$ cat src/rtl/netwalk_flow_stats_reader_if.sv
// Bus bundle for the flow-stats reader: meter read port, export handshake and sweep control/status.
// master = the reader, slave = the meter table plus the export sink.
interface netwalk_flow_stats_reader_if #(
    parameter int TCAM_ADDR_WIDTH    = 6,
    parameter int METER_COUNTER_SIZE = 32
);
    logic                          glbl_program_en;
    logic                          stats_req;
    logic                          meter_read_en;
    logic [TCAM_ADDR_WIDTH-1:0]    meter_read_addr;
    logic [METER_COUNTER_SIZE-1:0] meter_read_data;
    logic                          stats_valid;
    logic                          stats_ready;
    logic [TCAM_ADDR_WIDTH-1:0]    stats_addr;
    logic [METER_COUNTER_SIZE-1:0] stats_count;
    logic                          stats_last;
    logic                          stats_busy;
    logic                          stats_done;
    logic [TCAM_ADDR_WIDTH:0]      stats_entry_count;

    modport master (
        input  glbl_program_en, stats_req, meter_read_data, stats_ready,
        output meter_read_en, meter_read_addr, stats_valid, stats_addr, stats_count,
               stats_last, stats_busy, stats_done, stats_entry_count
    );

    modport slave (
        output glbl_program_en, stats_req, meter_read_data, stats_ready,
        input  meter_read_en, meter_read_addr, stats_valid, stats_addr, stats_count,
               stats_last, stats_busy, stats_done, stats_entry_count
    );
endinterface

$ cat src/rtl/netwalk_flow_stats_reader.sv
// Sweeps the meter counter table on request and exports each (addr, count) over a valid/ready handshake.
// Optional macro STATS_SKIP_ZERO_EN: zero counters are skipped instead of exported.
//
// state | meaning
// IDLE  | waiting for stats_req
// READ  | strobing the meter read port at addr (holds while glbl_program_en)
// OUT   | presenting the snapshot until the sink accepts it
// DONE  | one-cycle completion pulse
module netwalk_flow_stats_reader #(
    parameter int TCAM_ADDR_WIDTH    = 6,
    parameter int METER_COUNTER_SIZE = 32
) (
    input logic clk,
    input logic reset,
    netwalk_flow_stats_reader_if.master bus
);

    typedef enum logic [1:0] {
        IDLE = 2'd0,
        READ = 2'd1,
        OUT  = 2'd2,
        DONE = 2'd3
    } state_t;

    localparam logic [TCAM_ADDR_WIDTH-1:0] ADDR_MAX = '1;

    state_t                          state, state_nxt;
    logic [TCAM_ADDR_WIDTH-1:0]      addr;
    logic [TCAM_ADDR_WIDTH-1:0]      stats_addr_q;
    logic [METER_COUNTER_SIZE-1:0]   stats_count_q;
    logic [TCAM_ADDR_WIDTH:0]        entry_count;

    logic sweep_start;
    logic read_fire;
    logic addr_adv;
    logic entry_taken;

    always_ff @(posedge clk or posedge reset) begin
        if (reset) begin
            state <= IDLE;
        end else begin
            state <= state_nxt;
        end
    end

    always_comb begin
        state_nxt   = state;
        sweep_start = 1'b0;
        read_fire   = 1'b0;
        addr_adv    = 1'b0;
        entry_taken = 1'b0;
        case (state)
            IDLE: begin
                if (bus.stats_req) begin
                    sweep_start = 1'b1;
                    state_nxt   = READ;
                end
            end
            READ: begin
                if (!bus.glbl_program_en) begin
                    read_fire = 1'b1;
`ifdef STATS_SKIP_ZERO_EN
                    // Empty counters never reach the sink; the sweep just moves on.
                    if (bus.meter_read_data == '0) begin
                        if (addr == ADDR_MAX) begin
                            state_nxt = DONE;
                        end else begin
                            addr_adv = 1'b1;
                        end
                    end else begin
                        state_nxt = OUT;
                    end
`else
                    state_nxt = OUT;
`endif
                end
            end
            OUT: begin
                if (bus.stats_ready) begin
                    entry_taken = 1'b1;
                    if (addr == ADDR_MAX) begin
                        state_nxt = DONE;
                    end else begin
                        addr_adv  = 1'b1;
                        state_nxt = READ;
                    end
                end
            end
            DONE: begin
                state_nxt = IDLE;
            end
            default: begin
                state_nxt = IDLE;
            end
        endcase
    end

    always_ff @(posedge clk or posedge reset) begin
        if (reset) begin
            addr          <= '0;
            stats_addr_q  <= '0;
            stats_count_q <= '0;
            entry_count   <= '0;
        end else begin
            if (sweep_start) begin
                addr        <= '0;
                entry_count <= '0;
            end else if (addr_adv) begin
                addr <= addr + 1'b1;
            end
            // Snapshot at the read edge so later meter updates cannot disturb a presented entry.
            if (read_fire) begin
                stats_addr_q  <= addr;
                stats_count_q <= bus.meter_read_data;
            end
            if (entry_taken) begin
                entry_count <= entry_count + 1'b1;
            end
        end
    end

    assign bus.meter_read_en     = read_fire;
    assign bus.meter_read_addr   = addr;
    assign bus.stats_valid       = (state == OUT);
    assign bus.stats_addr        = stats_addr_q;
    assign bus.stats_count       = stats_count_q;
    assign bus.stats_last        = (state == OUT) && (stats_addr_q == ADDR_MAX);
    assign bus.stats_busy        = (state != IDLE);
    assign bus.stats_done        = (state == DONE);
    assign bus.stats_entry_count = entry_count;

endmodule
$ cat src/flat_wrapper.sv
// flat-port wrapper written by rule: the top's interface ports become plain ports
module netwalk_flow_stats_reader_flat 
#(
    parameter int TCAM_ADDR_WIDTH    = 6,
    parameter int METER_COUNTER_SIZE = 32
)
  (clk, reset, bus_glbl_program_en, bus_stats_req, bus_meter_read_data, bus_stats_ready, bus_meter_read_en, bus_meter_read_addr, bus_stats_valid, bus_stats_addr, bus_stats_count, bus_stats_last, bus_stats_busy, bus_stats_done, bus_stats_entry_count);
  netwalk_flow_stats_reader_if #(.TCAM_ADDR_WIDTH(TCAM_ADDR_WIDTH), .METER_COUNTER_SIZE(METER_COUNTER_SIZE)) bus_i ();
  input logic clk;
  input logic reset;
  input wire logic [$bits(bus_i.glbl_program_en)-1:0] bus_glbl_program_en;
  input wire logic [$bits(bus_i.stats_req)-1:0] bus_stats_req;
  input wire logic [$bits(bus_i.meter_read_data)-1:0] bus_meter_read_data;
  input wire logic [$bits(bus_i.stats_ready)-1:0] bus_stats_ready;
  output wire logic [$bits(bus_i.meter_read_en)-1:0] bus_meter_read_en;
  output wire logic [$bits(bus_i.meter_read_addr)-1:0] bus_meter_read_addr;
  output wire logic [$bits(bus_i.stats_valid)-1:0] bus_stats_valid;
  output wire logic [$bits(bus_i.stats_addr)-1:0] bus_stats_addr;
  output wire logic [$bits(bus_i.stats_count)-1:0] bus_stats_count;
  output wire logic [$bits(bus_i.stats_last)-1:0] bus_stats_last;
  output wire logic [$bits(bus_i.stats_busy)-1:0] bus_stats_busy;
  output wire logic [$bits(bus_i.stats_done)-1:0] bus_stats_done;
  output wire logic [$bits(bus_i.stats_entry_count)-1:0] bus_stats_entry_count;
  assign bus_i.glbl_program_en = bus_glbl_program_en;
  assign bus_i.stats_req = bus_stats_req;
  assign bus_i.meter_read_data = bus_meter_read_data;
  assign bus_i.stats_ready = bus_stats_ready;
  assign bus_meter_read_en = bus_i.meter_read_en;
  assign bus_meter_read_addr = bus_i.meter_read_addr;
  assign bus_stats_valid = bus_i.stats_valid;
  assign bus_stats_addr = bus_i.stats_addr;
  assign bus_stats_count = bus_i.stats_count;
  assign bus_stats_last = bus_i.stats_last;
  assign bus_stats_busy = bus_i.stats_busy;
  assign bus_stats_done = bus_i.stats_done;
  assign bus_stats_entry_count = bus_i.stats_entry_count;
  netwalk_flow_stats_reader #(.TCAM_ADDR_WIDTH(TCAM_ADDR_WIDTH), .METER_COUNTER_SIZE(METER_COUNTER_SIZE)) u_core (.clk(clk), .reset(reset), .bus(bus_i));
endmodule
$ cat config.mk
export PLATFORM = sky130hd
export DESIGN_NAME = netwalk_flow_stats_reader_flat
export DESIGN_NICKNAME = d
export VERILOG_FILES = /design/src/rtl/netwalk_flow_stats_reader_if.sv /design/src/rtl/netwalk_flow_stats_reader.sv /design/src/flat_wrapper.sv
export SDC_FILE = /design/constraint.sdc
export NUM_CORES = 1
export LEC_CHECK = 0
export BUFFER_PORTS_ARGS = -buffer_cell sky130_fd_sc_hd__buf_4
export CAP_MARGIN = 20
export CORE_MARGIN = 2
export CORE_UTILIZATION = 40
export CTS_CLUSTER_DIAMETER = 60
export DETAILED_ROUTE_END_ITERATION = 16
export PLACE_DENSITY = 0.65
export REMOVE_ABC_BUFFERS = 1
export SYNTH_ARGS = -nofsm -noshare
export SYNTH_HDL_FRONTEND = slang
export SYNTH_SLANG_ARGS = --single-unit
$ cat constraint.sdc
create_clock -name clk -period 4.2 [get_ports clk]
set_input_delay 0.21 -clock clk [delete_from_list [all_inputs] [get_ports clk]]
set_output_delay 0.21 -clock clk [all_outputs]
set_load 0.1 [all_outputs]
==> out/metrics.cfg <==
[cts]
clock_sinks = 53
cts_root_buf = clkbuf_8
post_cts_buffers = 0
cts-hold-fix-buffers = 0
cts-buffers-inserted = 5
ctsLongestPathBuffers = 2
cts_resized = 0
htreeDepth = 2
clk_latency_ns = 0.30
clk_pin_slew_ns = 0.09
cts_tree = done

[min_path]
hp-class = input pin to asynchronous set/reset pin

[yosys]
synth_top_area_share_pct = 60.1
yosys.area.top_type = dfrtp_1
synth_commonest_cells = 53 x dfrtp_1, 39 x mux2_1, 11 x nand2_1, 8 x nand3_1
ys_async_sr_fraction_pct = 100
yosys_warnings = 0
ys_seq_elements = 53
seq_area_frac_synth_pct = 60.1
synth_area_leaders = dfrtp_1 60%, mux2_1 20%, mux2i_1 2.7%
yosysMostFrequentCell = dfrtp_1
syn_inst = 161
syn-mean-instance-area_um2 = 13.7
synth_flop_cell = dfrtp_1
synth_area_mm2 = 0.00221
synth_cell_types = 34
synth_edf_count = 0

[worst_setup_path]
crit_path_cell_trace = nor3b_4 > buf_4
end_kind = output pin
cp_top_family = simple AND/OR/NAND/NOR gates
required_ns = 3.99
path_buf_inv = 1
crit_path_start_kind = flip-flop
slowest_stage = nor3b_4
worstSetupPathType = flip-flop to output pin
crit_fanout = 19
max_stage_delay_ns = 0.86
cp.arrival_ns = 2.09

[grt]
grt_pass1_wl_mm = 7.90
grt_pass1_vias = 1554
antenna_found_initial = 0
grt_max_degree = 54
grt_usage_pct = 16.3
grt_overflow = 0

[floorplanning]
core_area_mm2 = 0.00541
design.die.area_mm2 = 0.00613
rows = 27
die_w_um = 78.3
num_io_pins = 93
initial_core_util_pct = 40.8
die_h_um = 78.3

[timing]
finalCriticalPeriod_ns = 2.30
fin_hold_ws_ns = 0.0844
hold_viol = 0
fin_crit_sh_pct = 54.7
setup_tns_ns = 0
timing.fmax_mhz = 435
finalSetupViolations = 0
slew_headroom_pct = 33.0
maxSlewViolCount = 0
rsz0062_at_grt = no
worstMarginPinSlew_ns = 1.00
fin_worst_skew_ns = 0.0107

[cells_and_area]
drive_above_1_share_pct = 41.0
nNetsFinal = 295
num-fill-cells = 475
utilization_pct = 57.1
diodes = 0
syn_to_final_growth_pct = 39.9

[place]
gp_congestion = 0.720
dpl.hpwl_mm = 3.54
io_buffer_count = 92

[routing]
ant_nets = 0
drtIter0Drc = 45
vias_per_cell = 4.89
finalWirelength_mm = 4.78
vias = 1605
routedWlPerCell_um = 14.6
drt_drc_violations_left = 0
dr.pass1.iters = 5

[flow_run]
max_cap_violations = 0

[outcome]
outcome = completed

-- flip-flops by register name (all words and copies together) (netlist names) --
register	flops
u_core.bus.meter_read_addr	6
u_core.bus.stats_addr	6
u_core.bus.stats_count	32
u_core.bus.stats_entry_count	7
u_core.state	2
-- final cells by class --
type	instances	area, um2	area share [%]
Clock buffer	5	68.8	2.23
Inverter	2	7.51	0.243
Tap cell	72	90.1	2.92
Multi-Input combinational cell	99	846	27.4
Sequential cell	53	1330	43.0
Timing Repair Buffer	95	713	23.1
Clock inverter	2	35.0	1.13
-- path summary, 6_finish.rpt --
path	start	endpoint	slack, ns	cells past startpoint
worst max-delay path	u_core.state[1]$_DFFE_PP0P_	bus_meter_read_en	1.90	2
worst min-delay path	reset	u_core.bus.stats_count[23]$_DFFE_PP0P_	0.08	3
worst max register to register	u_core.state[1]$_DFFE_PP0P_	u_core.bus.stats_count[15]$_DFFE_PP0P_	2.00	3
worst min register to register	u_core.bus.stats_count[16]$_DFFE_PP0P_	u_core.bus.stats_count[16]$_DFFE_PP0P_	0.49	1
max in group asynchronous	reset	u_core.bus.stats_count[22]$_DFFE_PP0P_	3.68	3
min in group clk	bus_meter_read_data[30]	u_core.bus.stats_count[30]$_DFFE_PP0P_	0.12	2
-- worst min-delay path, delay by kind of cell --
family,cells,cell delay (ns)
buffers and inverters,3,0.66
-- stage by stage --
stage	setup slack, ns	instances	instance area, um2
2_1_floorplan	0.488	154	2170
5_1_grt	1.72	328	3090
3_5_place_dp	1.97	321	2980
6_report	1.90	328	3090
4_1_cts	1.85	328	3090
3_3_place_gp	2.05	321	2980
-- routing by layer --
metal / wire [um] / GRT usage, %
met5: 0 / 0
met2: 2060 / 24.8
met3: 440 / 5.17
met1: 2260 / 23.0
met4: 26 / 3.68
-- cells by family (layout without fill, tap and decap cells) --
family	Yosys count	after routing	synth area share, %
AND/OR/NAND/NOR	35	35	8.62
flip-flops	53	53	60.1
buffers and inverters	9	104	1.87
multiplexers	45	45	22.6
adder cells (fa/ha/maj)	2	2	1.13
AO/OA/AOI/OAI	15	15	4.88
XOR/XNOR	2	2	0.794
-- layout by cell type, fill, tap and decap left out, drive strengths merged, types with 2 or more instances in the layout --
| cell type | count |
|---|---|
| nor2 | 2 |
| buf | 95 |
| nand2 | 11 |
| inv | 2 |
| clkbuf | 5 |
| a22o | 2 |
| o41ai | 2 |
| nand3b | 2 |
| nand3 | 8 |
| mux2i | 6 |
| nor3 | 2 |
| o21ai | 4 |
| o211ai | 2 |
| nor3b | 2 |
| ha | 2 |
| mux2 | 39 |
| dfrtp | 53 |
Power is not shown: default switching activity piles up to over one toggle a cycle in this logic, so the estimate is an artifact.
